[config.mk]
export PLATFORM = sky130hd
export DESIGN_NAME = wb_arbiter_flat
export DESIGN_NICKNAME = d
export VERILOG_FILES = /design/src/rtl/wb_arbiter_pkg.sv /design/src/rtl/wb_arbiter_if.sv /design/src/rtl/wb_arbiter_fifo.sv /design/src/rtl/wb_arbiter.sv /design/src/flat_wrapper.sv
export SDC_FILE = /design/constraint.sdc
export NUM_CORES = 1
export LEC_CHECK = 0
export CORE_MARGIN = 4
export CORE_UTILIZATION = 43
export DETAILED_ROUTE_END_ITERATION = 10
export PLACE_DENSITY = 0.66
export SLEW_MARGIN = 20
export SYNTH_ARGS = -nofsm -noshare
export SYNTH_HDL_FRONTEND = slang
export SYNTH_HIERARCHICAL = 1
export SYNTH_SLANG_ARGS = --single-unit
export TNS_END_PERCENT = 20
[constraint.sdc]
create_clock -name clk -period 3.67 [get_ports clk]
set_input_delay 0.734 -clock clk [delete_from_list [all_inputs] [get_ports clk]]
set_output_delay 0.734 -clock clk [all_outputs]
set_load 0.05 [all_outputs]
[src/rtl/wb_arbiter_pkg.sv]
// Shared register-file types for the writeback path.
package mips_pkg;
  localparam int REG_W  = 5;
  localparam int DATA_W = 32;
  localparam logic [REG_W-1:0] REG_ZERO = 5'd0;

  // Field is "rd" because "reg" is a reserved word.
  typedef struct packed {
    logic [REG_W-1:0]  rd;
    logic [DATA_W-1:0] data;
  } wb_req_t;
endpackage

[src/rtl/wb_arbiter_if.sv]
// Writeback sources, register-file write port and forwarding lookups.
interface wb_arbiter_if import mips_pkg::*; #(
  parameter int DEPTH = 4,
  parameter int CW    = 3
);
  logic              a_valid;
  logic [REG_W-1:0]  a_reg;
  logic [DATA_W-1:0] a_data;
  logic              b_valid;
  logic              b_ready;
  logic [REG_W-1:0]  b_reg;
  logic [DATA_W-1:0] b_data;
  logic              regWrite;
  logic [REG_W-1:0]  write_reg;
  logic [DATA_W-1:0] write_data;
  logic [CW-1:0]     fifo_count;
  logic [REG_W-1:0]  q1_reg;
  logic              q1_hit;
  logic [DATA_W-1:0] q1_data;
  logic [REG_W-1:0]  q2_reg;
  logic              q2_hit;
  logic [DATA_W-1:0] q2_data;

  modport slave (
    input  a_valid, a_reg, a_data, b_valid, b_reg, b_data, q1_reg, q2_reg,
    output b_ready, regWrite, write_reg, write_data, fifo_count,
           q1_hit, q1_data, q2_hit, q2_data
  );

  modport master (
    output a_valid, a_reg, a_data, b_valid, b_reg, b_data, q1_reg, q2_reg,
    input  b_ready, regWrite, write_reg, write_data, fifo_count,
           q1_hit, q1_data, q2_hit, q2_data
  );
endinterface

[src/rtl/wb_arbiter_fifo.sv]
// Source-B result queue; exposes entries oldest-first with a valid mask.
module wb_fifo import mips_pkg::*; #(
  parameter int DEPTH = 4,
  parameter int CW    = 3
) (
  input  logic                    clk,
  input  logic                    rst,
  input  logic                    i_push,
  input  wb_req_t                 i_din,
  input  logic                    i_pop,
  output wb_req_t                 o_head,
  output logic [CW-1:0]           o_count,
  output wb_req_t [DEPTH-1:0]     o_entries,
  output logic [DEPTH-1:0]        o_valid
);
  localparam int PW = $clog2(DEPTH);

  wb_req_t       r_mem [DEPTH];
  logic [PW-1:0] r_rd_ptr;
  logic [PW-1:0] r_wr_ptr;
  logic [CW-1:0] r_count;

  always_ff @(posedge clk) begin
    if (rst) begin
      r_rd_ptr <= '0;
      r_wr_ptr <= '0;
      r_count  <= '0;
    end else begin
      if (i_push) r_wr_ptr <= r_wr_ptr + 1'b1;
      if (i_pop)  r_rd_ptr <= r_rd_ptr + 1'b1;
      case ({i_push, i_pop})
        2'b10:   r_count <= r_count + 1'b1;
        2'b01:   r_count <= r_count - 1'b1;
        default: r_count <= r_count;
      endcase
    end
  end

  always_ff @(posedge clk) begin
    if (i_push && !rst) r_mem[r_wr_ptr] <= i_din;
  end

  // Rotate storage so index 0 is the head; higher index means younger.
  always_comb begin
    for (int k = 0; k < DEPTH; k++) begin
      o_entries[k] = r_mem[r_rd_ptr + PW'(k)];
      o_valid[k]   = (CW'(k) < r_count);
    end
  end

  assign o_head  = r_mem[r_rd_ptr];
  assign o_count = r_count;
endmodule

[src/rtl/wb_arbiter.sv]
// Merges pipeline WB (A) and long-latency results (B) onto the single
// register-file write port, with forwarding over not-yet-committed writes.
module wb_arbiter import mips_pkg::*; #(
  parameter int DEPTH = 4,
  parameter int CW    = 3
) (
  input  logic            clk,
  input  logic            rst,
  wb_arbiter_if.slave     bus
);
  wb_req_t              w_head;
  wb_req_t [DEPTH-1:0]  w_entries;
  logic [DEPTH-1:0]     w_valid;
  logic [CW-1:0]        w_count;
  logic w_a_eff, w_b_ready, w_b_fire, w_b_eff, w_fifo_ne;
  logic w_pop, w_bypass, w_push;
  logic [DATA_W:0] w_fwd1, w_fwd2;

  wb_req_t r_out;
  logic    r_wr_en;

  assign w_a_eff   = bus.a_valid && (bus.a_reg != REG_ZERO);
  assign w_b_ready = !rst && (w_count < CW'(DEPTH));
  assign w_b_fire  = bus.b_valid && w_b_ready;
  assign w_b_eff   = w_b_fire && (bus.b_reg != REG_ZERO);
  assign w_fifo_ne = (w_count != '0);
  assign w_pop     = !w_a_eff && w_fifo_ne;
  assign w_bypass  = !w_a_eff && !w_fifo_ne && w_b_eff;
  assign w_push    = w_b_eff && !w_bypass;

  wb_fifo #(.DEPTH(DEPTH), .CW(CW)) u_fifo (
    .clk       (clk),
    .rst       (rst),
    .i_push    (w_push),
    .i_din     ('{rd: bus.b_reg, data: bus.b_data}),
    .i_pop     (w_pop),
    .o_head    (w_head),
    .o_count   (w_count),
    .o_entries (w_entries),
    .o_valid   (w_valid)
  );

  // Address/data hold on idle cycles; only the enable drops.
  always_ff @(posedge clk) begin
    if (rst) begin
      r_wr_en <= 1'b0;
      r_out   <= '0;
    end else if (w_a_eff) begin
      r_wr_en <= 1'b1;
      r_out   <= '{rd: bus.a_reg, data: bus.a_data};
    end else if (w_pop) begin
      r_wr_en <= 1'b1;
      r_out   <= w_head;
    end else if (w_bypass) begin
      r_wr_en <= 1'b1;
      r_out   <= '{rd: bus.b_reg, data: bus.b_data};
    end else begin
      r_wr_en <= 1'b0;
    end
  end

  // Later matches override earlier ones: output stage, then FIFO oldest->newest.
  function automatic logic [DATA_W:0] fwd_lookup(
    input logic [REG_W-1:0]  q,
    input logic              out_v,
    input wb_req_t           out,
    input wb_req_t [DEPTH-1:0] ent,
    input logic [DEPTH-1:0]  vld
  );
    logic [DATA_W:0] res;
    res = '0;
    if (q != REG_ZERO) begin
      if (out_v && out.rd == q) res = {1'b1, out.data};
      for (int k = 0; k < DEPTH; k++)
        if (vld[k] && ent[k].rd == q) res = {1'b1, ent[k].data};
    end
    return res;
  endfunction

  assign w_fwd1 = fwd_lookup(bus.q1_reg, r_wr_en, r_out, w_entries, w_valid);
  assign w_fwd2 = fwd_lookup(bus.q2_reg, r_wr_en, r_out, w_entries, w_valid);

  assign bus.b_ready    = w_b_ready;
  assign bus.regWrite   = r_wr_en;
  assign bus.write_reg  = r_out.rd;
  assign bus.write_data = r_out.data;
  assign bus.fifo_count = w_count;
  assign bus.q1_hit     = w_fwd1[DATA_W];
  assign bus.q1_data    = w_fwd1[DATA_W-1:0];
  assign bus.q2_hit     = w_fwd2[DATA_W];
  assign bus.q2_data    = w_fwd2[DATA_W-1:0];
endmodule
[src/flat_wrapper.sv]
// flat-port wrapper written by rule: the top's interface ports become plain ports
module wb_arbiter_flat import mips_pkg::*;
#(
  parameter int DEPTH = 4,
  parameter int CW    = 3
)
  (clk, rst, bus_a_valid, bus_a_reg, bus_a_data, bus_b_valid, bus_b_reg, bus_b_data, bus_q1_reg, bus_q2_reg, bus_b_ready, bus_regWrite, bus_write_reg, bus_write_data, bus_fifo_count, bus_q1_hit, bus_q1_data, bus_q2_hit, bus_q2_data);
  wb_arbiter_if #(.DEPTH(DEPTH), .CW(CW)) bus_i ();
  input  logic clk;
  input  logic rst;
  input wire logic [$bits(bus_i.a_valid)-1:0] bus_a_valid;
  input wire logic [$bits(bus_i.a_reg)-1:0] bus_a_reg;
  input wire logic [$bits(bus_i.a_data)-1:0] bus_a_data;
  input wire logic [$bits(bus_i.b_valid)-1:0] bus_b_valid;
  input wire logic [$bits(bus_i.b_reg)-1:0] bus_b_reg;
  input wire logic [$bits(bus_i.b_data)-1:0] bus_b_data;
  input wire logic [$bits(bus_i.q1_reg)-1:0] bus_q1_reg;
  input wire logic [$bits(bus_i.q2_reg)-1:0] bus_q2_reg;
  output wire logic [$bits(bus_i.b_ready)-1:0] bus_b_ready;
  output wire logic [$bits(bus_i.regWrite)-1:0] bus_regWrite;
  output wire logic [$bits(bus_i.write_reg)-1:0] bus_write_reg;
  output wire logic [$bits(bus_i.write_data)-1:0] bus_write_data;
  output wire logic [$bits(bus_i.fifo_count)-1:0] bus_fifo_count;
  output wire logic [$bits(bus_i.q1_hit)-1:0] bus_q1_hit;
  output wire logic [$bits(bus_i.q1_data)-1:0] bus_q1_data;
  output wire logic [$bits(bus_i.q2_hit)-1:0] bus_q2_hit;
  output wire logic [$bits(bus_i.q2_data)-1:0] bus_q2_data;
  assign bus_i.a_valid = bus_a_valid;
  assign bus_i.a_reg = bus_a_reg;
  assign bus_i.a_data = bus_a_data;
  assign bus_i.b_valid = bus_b_valid;
  assign bus_i.b_reg = bus_b_reg;
  assign bus_i.b_data = bus_b_data;
  assign bus_i.q1_reg = bus_q1_reg;
  assign bus_i.q2_reg = bus_q2_reg;
  assign bus_b_ready = bus_i.b_ready;
  assign bus_regWrite = bus_i.regWrite;
  assign bus_write_reg = bus_i.write_reg;
  assign bus_write_data = bus_i.write_data;
  assign bus_fifo_count = bus_i.fifo_count;
  assign bus_q1_hit = bus_i.q1_hit;
  assign bus_q1_data = bus_i.q1_data;
  assign bus_q2_hit = bus_i.q2_hit;
  assign bus_q2_data = bus_i.q2_data;
  wb_arbiter #(.DEPTH(DEPTH), .CW(CW)) u_core (.clk(clk), .rst(rst), .bus(bus_i));
endmodule
-- After elaboration in Yosys (flattened, before gate mapping)
Memory sizes are Yosys's and may differ from the RTL's. A register that Yosys moved wholly into a read port is not among the register bits.
Index checks and enable logic that the tools add are counted.
Widths: inputs -> output; s select.
- $add $sub $neg: 6
- order comparisons: 5
- equality and inequality tests: 12
- muxes and demuxes: 23
- reduce and logical (&&, ||, !) cells: 30
- operators with widths (cell ; number):
    $mux 33 ; 12
    $mux 37 ; 3
    $eq 5x5->1 ; 10
    $reduce_bool 5->1 ; 4
    $logic_and 1x1->1 ; 19
    $lt 1x3->1 const A ; 2
    $lt 2x3->1 const A ; 2
    $pmux 3 s2 ; 1
    $reduce_bool 3->1 ; 2
    $mux 1 ; 5
    $add 2x1->2 const B ; 2
    $add 2x2->2 const B ; 2
    $logic_not 1->1 ; 4
    $mux 2 ; 2
    $add 3x1->3 const B ; 1
    $lt 3x3->1 const B ; 1
    $sub 3x1->3 const B ; 1
    $eq 2x1->1 const B ; 1
    $eq 2x2->1 const B ; 1
    $reduce_bool 2->1 ; 1
- register bits: 45
- RAM bits: 148
- input port bits: 88
- output and inout port bits: 108
- word-level logic and storage cells: 83
- memories: 1
- memory list (name ; depth ; bits a word ; read ports ; clocked after Yosys merged registers in ; write ports ; line ; RTL):
    u_core.u_fifo.r_mem ; 4 ; 37 ; 4 ; 1 ; 1 ; wb_arbiter_fifo.sv:18 ; wb_req_t r_mem [DEPTH];

-- Longest topological paths before layout
Gate-level depths: netlist of the first run.
- depth after elaboration: 10
- depth in mapped cells: 14
- gate-level depth less buffers: 8

-- Cells and area by module
Netlist of the first run, hierarchy kept.
- by module, submodules not included (module ; times used ; cells each ; area each (sq um)):
    wb_fifo ; 1 ; 419 ; 8821.0
    wb_arbiter ; 1 ; 835 ; 6015.8

-- Least setup slack after synthesis of the first run
Ideal clock, no wire load.
- path kind: reg2out
- from: register u_core.u_fifo.r_rd_ptr[0]
- to: output port bus_q1_hit
- data arrival time: 3.116 ns
- data required time: 2.936 ns
- path slack: -0.180 ns
- cell stages (with the launch flop): 11
- path through: dfxtp_1 -> buf_6 -> buf_2 -> mux4_2 -> xor2_1 -> nor4_1 -> and3_1 -> buf_2 -> clkbuf_1 -> nor2_1 -> a31oi_1
- RTL lines (item ; line ; RTL):
    from (decl) ; wb_arbiter_fifo.sv:19 ; logic [PW-1:0] r_rd_ptr;
    from (signal assigned) ; wb_arbiter_fifo.sv:30 ; if (i_pop) r_rd_ptr <= r_rd_ptr + 1'b1;
    to (decl) ; flat_wrapper.sv:24 ; output wire logic [$bits(bus_i.q1_hit)-1:0] bus_q1_hit;

==> reports/qor.csv, run 1 <==
metric,value,unit
detail_route.drc_violations,0,
timing.critical_path.arrival,3.27,ns
gp_congestion,0.862,
ratio_of_total_power_to_cell_area,543,mW/mm2
timing.final.crit_share,109,%
die-area,0.0375,mm2
synthesis_stage_register_bit_count,195,
max_freq,0.250,GHz
clkLatencyLatePin,0.46,ns
setup_viol_count_final,66,
port_buffers,195,
vdd.ir_drop.worst,0.379,mV
wl,49.1,mm
tightestPinTransition,1.05,ns
regToRegStartpoint,u_core/u_fifo/o_count[0]$_SDFFE_PP0P_,
seq_area_frac_synth,36.3,%
worst_setup_path_start_kind,register,
setup_slack,-0.334,ns
timing.max_slew.rel_slack,29.8,%
worst_ep_required_time,2.94,ns
p_leak,0.00664,uW
grt_pass1_wl,73.3,mm
timing.hold.worst_path_depth,2,
clock_tree.htree_level_count,4,
syn-num-nets,1350,
synth_cells,1254,
tritoncts.num_buffers,17,
cts_root_buffer,clkbuf_16,
clock_skew,0.0173,ns
grt_antenna_before_repair,1,
cts_tree,yes,
synth_flop_cell,edfxtp_1,
finalNetCount,1514,
remaining_antenna_violation_count,0,
num_vias,12300,
holdCritPathClass,reg2reg,
avgViaCountPerCell,6.54,
synthToLayoutAreaGrowth,25.1,%
hold_path_startpoint,u_core/bus.write_data[9]$_SDFFE_PP0P_,
first_global_vias,12300,
post-route-min-period,4.00,ns
largest_register_ffs,148,
reg2reg_to,u_core/u_fifo/o_count[2]$_SDFFE_PP0P_,
endpoint_kind,output pin,
run_status,finished with violations,
violations,setup timing,
synth_edf_count,148,
grt_overflow_total,0,
detailedPlace.worstSlack,-0.274,ns
grt_setup_unrepaired,true,
min_delay_worst_endpoint,u_core/bus.write_data[9]$_SDFFE_PP0P_,
post_synthesis_async_set_or_reset_flop_share,0,%
core_area,0.0338,mm2
critical_path_peak_fanout,13,
num_io_pins,196,
syn_area_per_cell,11.8,um2
die_height,194,um
synth_top_cell_area_share,30.0,%
reg2reg_depth,7,
cts_sinks,195,
synth.area.top_cells,"edfxtp_1 (30%), mux4_2 (22%), dfxtp_1 (6.3%)",
maxCapViolations,0,
clk_transition_reported_paths,0.08,ns
routed_wire_length_per_instance,26.1,um
place_hpwl,32.1,mm
timing.reg2reg.setup_slack,1.01,ns
globalRouteTotalUtil,24.8,%
synth.distinct_cells,46,
timing_worst_setup_path_type,reg2out,
hold_viol,0,
drt_first_iter_violations,1449,
post_route_cells_drive_above_1_share,33.3,%
holdWs,0.518,ns
final_design_area_no_fill,0.0186,mm2
syn-cell-area,0.0148,mm2
placementRows,67,
yosysWarnings,6,
placed_cell_area,0.0172,mm2
floorplan.initialDensity,43.9,%
die_x,194,um
final_cell_mix,"mux4_2 (148), edfxtp_1 (148), nand2_1 (136)",
drt_first_pass_iters,6,
netlist.top_cell.by_area,edfxtp_1,
cts_buffer_depth,2,
finalMaxSlewViolations,0,
pin_count_of_the_biggest_net_entering_global_routing,65,
[metal layers]
metal | track usage [%] | up-vias | routed length (um)
li1 | - | 5212 | -
met1 | 32.8 | 6172 | 19500
met2 | 41.2 | 800 | 23600
met3 | 4.97 | 120 | 4660
met4 | 8.60 | 0 | 1400
met5 | 0 | - | 0
[cell type report]
type	count	area, um2
tap	448	561
clock buffer	19	464
timing repair buffer	318	3440
fill	2746	15200
multi-input combinational	848	8400
clock inverter	13	160
inverter	38	143
sequential	195	5400
antenna	1	2.50
[how the worst max path moves through the flow]
stage / start / endpoint / cells after the start
after CTS: u_core/u_fifo/r_rd_ptr[1]$_SDFFE_PP0P_ / bus_q1_data[8] / 12
after floorplan: register / bus_q2_hit / 10
final: u_core/u_fifo/r_mem[0][35]$_DFFE_PP_ / bus_q2_data[16] / 9
after detailed placement: bus_q2_reg[3] / bus_q2_data[31] / 9
after global routing: u_core/u_fifo/r_mem[0][32]$_DFFE_PP_ / bus_q2_data[16] / 10
after global placement: bus_q2_reg[3] / bus_q2_data[19] / 9
[report_power, final]
group | total (uW) | switching [uW] | internal [uW] | leakage (uW)
registers | 2850 | 285 | 2570 | 0.00173
clock network | 2030 | 937 | 1090 | 0.000305
logic | 5190 | 2900 | 2290 | 0.00461
[stage by stage]
| stage | setup TNS [ns] | total power [uW] | utilization (%) | cells |
|---|---|---|---|---|
| 2_1_floorplan | -0.111 | 6700 | - | 1254 |
| 3_5_place_dp | -13.12 | 7820 | 50.9 | 1823 |
| 5_1_grt | -24.56 | 10500 | 55.0 | 1880 |
| 6_report | -16.44 | 10100 | 55.0 | 1880 |
| 4_1_cts | -19.90 | 10000 | 54.2 | 1868 |
| 3_3_place_gp | -12.66 | 7780 | 50.9 | 1823 |
[critical path, stage by stage (launching register included)]
cell and delay, ns:
edfxtp_1 0.44, mux4_2 0.54, xor2_1 0.21, nor4_4 0.32
and3_4 0.34, buf_12 0.19, a311oi_2 0.06, o311ai_1 0.29
o211a_1 0.26, buf_6 0.18
[Yosys cell counts (2+ instances only)]
cell	count
a21oi_1	38
a221oi_1	2
a311oi_1	3
a311oi_2	29
a32o_1	32
and2_1	4
and3_1	8
buf_1	3
buf_12	7
buf_2	36
buf_4	65
buf_6	15
clkbuf_1	47
dfxtp_1	47
edfxtp_1	148
ha_1	8
inv_1	38
mux2_2	2
mux2i_1	69
mux4_2	148
nand2_1	139
nand3_1	4
nor2_1	113
nor3_1	37
nor4_1	8
o211a_1	32
o211ai_1	68
o311ai_1	31
or2_1	2
or3_1	2
or4_1	2
xnor2_1	16
xor2_1	38
[cells by family (layout without fill, tap and decap cells)]
group           after synthesis  count (layout)  share of synthesized area, %
other cells                   0               1                             0
xor+xnor                     55              55                          3.30
flops                       195             195                          36.3
compound gates              243             243                          14.5
mux                         219             219                          27.3
simple gates                323             323                          9.10
buf+inv                     211             388                          8.81
fa+ha+maj                     8               8                         0.675
[what timing repair did]
item,CTS,global route
pin swaps,62,22
buffers inserted,11,9
endpoints found under the setup margin,66,66
hold buffers,0,0
hold endpoints to repair,0,0
gates resized for setup,102,36
gates cloned,2,4
(Power assumes the default switching activity.)
==> inputs of run 2 (changes only) <==
- CORE_UTILIZATION: 43 -> 57
- PLACE_DENSITY: 0.66 -> 0.83
==> reports/qor.csv, run 2 (synthesis results as in run 1) <==
metric,value,unit,change
run_status,finished with violations,,
violations,"DRC, setup timing",,
clock_tree.htree_level_count,4,,unchanged
cts_root_buffer,clkbuf_16,,
place_inst,1690,,-7.3%
timing.final.crit_share,110,%,+0.98 points
gp_congestion,0.933,,+8.3%
final_design_area_no_fill,0.0186,mm2,+0.11%
routed_wire_length_per_instance,27.7,um,+5.8%
num_io_pins,196,,unchanged
grt_setup_unrepaired,true,,
critical_path_peak_fanout,15,,+2
die_x,169,um,-13%
remaining_antenna_violation_count,0,,unchanged
setup_slack,-0.370,ns,-0.0361 ns
holdCritPathClass,reg2reg,,
cts_tree,yes,,
tritoncts.num_buffers,17,,unchanged
first_global_vias,12700,,+3.1%
timing_worst_setup_path_type,reg2out,,
finalNetCount,1508,,-0.40%
vdd.ir_drop.worst,0.508,mV,+34%
power,10300,uW,+1.8%
port_buffers,195,,unchanged
wl,48.5,mm,-1.2%
die-area,0.0287,mm2,-24%
cts_hold_buf,0,,unchanged
grt_pass1_wl,72.3,mm,-1.3%
ratio_of_total_power_to_cell_area,552,mW/mm2,+1.7%
detail_route.drc_violations,1,,+1
tightestPinTransition,0.890,ns,-0.164 ns
timing.max_slew.rel_slack,40.7,%,+11 points
endpoint_kind,output pin,,
p_leak,0.00667,uW,+0.42%
synthToLayoutAreaGrowth,25.3,%,
fin_cells,1755,,-6.6%
cts_buffer_depth,2,,unchanged
multi_input_area,0.00838,mm2,-0.18%
detailedPlace.worstSlack,-0.279,ns,-0.00485 ns
post-route-min-period,4.04,ns,+0.0361 ns
floorplan.initialDensity,58.4,%,+14 points
largest_register_ffs,148,,unchanged
timing.reg2reg.setup_slack,1.05,ns,+0.04 ns
grt_antenna_before_repair,1,,unchanged
core_area,0.0254,mm2,-25%
cts_sinks,195,,unchanged
grt_overflow_total,0,,unchanged
power.clock.fraction,20.3,%,+0.2 points
postLayoutCoreUtil,73.2,%,+18 points
placementRows,58,,-13%
p_switching,4170,uW,+1.2%
place_hpwl,30.8,mm,-3.9%
worst_setup_path_start_kind,register,,
timing.critical_path.arrival,3.31,ns,+0.04 ns
power.sequential.fraction,27.9,%,-0.4 points
antenna-diode-count,0,,-1
avgViaCountPerCell,7.36,,+12%
cell_internal_pwr,6080,uW,+2.2%
setup_viol_count_final,66,,unchanged
placed_cell_area,0.0172,mm2,+0.23%
clkLatencyLatePin,0.44,ns,-0.02 ns
drt_first_iter_violations,2289,,+58%
num_vias,12900,,+5.0%
drt_first_pass_iters,9,,+3
pin_count_of_the_biggest_net_entering_global_routing,64,,-1.5%
clk_transition_reported_paths,0.07,ns,about the same
final_cell_mix,"mux4_2 (148), edfxtp_1 (148), nand2_1 (139)",,
maxCapViolations,0,,unchanged
die_height,169,um,-13%
clock_skew,0.0112,ns,-0.00609 ns
post_route_cells_drive_above_1_share,32.8,%,-0.49 points
worst_ep_required_time,2.94,ns,about the same
regArea,0.00540,mm2,unchanged
globalRouteTotalUtil,32.5,%,+7.7 points
comb_power_share,51.8,%,+0.2 points
hold_viol,0,,unchanged
max_freq,0.248,GHz,-0.89%
n_fill_cell,1591,,-42%
power.share.switching,40.7,%,-0.24 points
finalMaxSlewViolations,0,,unchanged
==> run 2: cell count changes in the layout (fill, tap and decap cells not counted), sizes merged <==
cell and delta:
inv +2, clkbuf -2, buf -6, bufinv +2, clkinv -2, diode -1
==> run 2: worst paths after layout <==
| path | endpoint | cells past startpoint | start |
|---|---|---|---|
| worst min-delay path | u_core/bus.write_data[19]$_SDFFE_PP0P_ | 2 | u_core/bus.write_data[19]$_SDFFE_PP0P_ |
| worst min register to register | u_core/bus.write_data[19]$_SDFFE_PP0P_ | 2 | u_core/bus.write_data[19]$_SDFFE_PP0P_ |
| worst max register to register | u_core/u_fifo/o_count[2]$_SDFFE_PP0P_ | 6 | u_core/u_fifo/o_count[0]$_SDFFE_PP0P_ |
| worst max-delay path | bus_q1_data[29] | 10 | u_core/u_fifo/r_rd_ptr[1]$_SDFFE_PP0P_ |
==> run 2: area by class of cell <==
class	count	area share, %
Sequential cell	195	29.0
Timing Repair Buffer	312	19.4
Tap cell	330	2.22
Clock buffer	17	2.29
Clock inverter	15	1.16
Inverter	38	0.767
Multi-Input combinational cell	848	45.1
==> run 2: power by group through the flow <==
stage / Clock (uW) / Combinational (uW) / Sequential (uW)
finish: 2080 / 5310 / 2860
global route: 2180 / 5540 / 2890
CTS: 2080 / 5080 / 2860
detailed placement: 0 / 4900 / 2920
global placement: 0 / 4810 / 2900
floorplan: 0 / 3470 / 3230
==> run 2: metal layers <==
metal	wire (um)	global-route usage [%]
met1	16400	41.4
met2	23100	52.7
met3	6610	8.25
met4	2430	15.1
met5	8	0
==> run 2: stage by stage <==
step / TNS [ns] / hold slack (ns)
2_1_floorplan: -0.111 / 0.514
3_3_place_gp: -12.04 / 0.485
3_5_place_dp: -13.29 / 0.500
4_1_cts: -16.50 / 0.512
5_1_grt: -23.93 / 0.544
6_report: -19.76 / 0.516
==> run 2: critical path, cell delays in order, from the launching register on <==
cell and delay, ns:
dfxtp_4 0.37, buf_12 0.12, mux4_2 0.56, xor2_1 0.17, nor4_1 0.35, and3_2 0.28
o21bai_4 0.23, buf_12 0.22, o211ai_1 0.15, a32o_2 0.26, buf_6 0.15
==> run 2: timing repair <==
action / in CTS / in global routing
resized for setup: 72 / 35
endpoints found under the setup margin: 66 / 66
pin swaps: 25 / 35
setup buffers: 19 / 11
cloned: 2 / 3
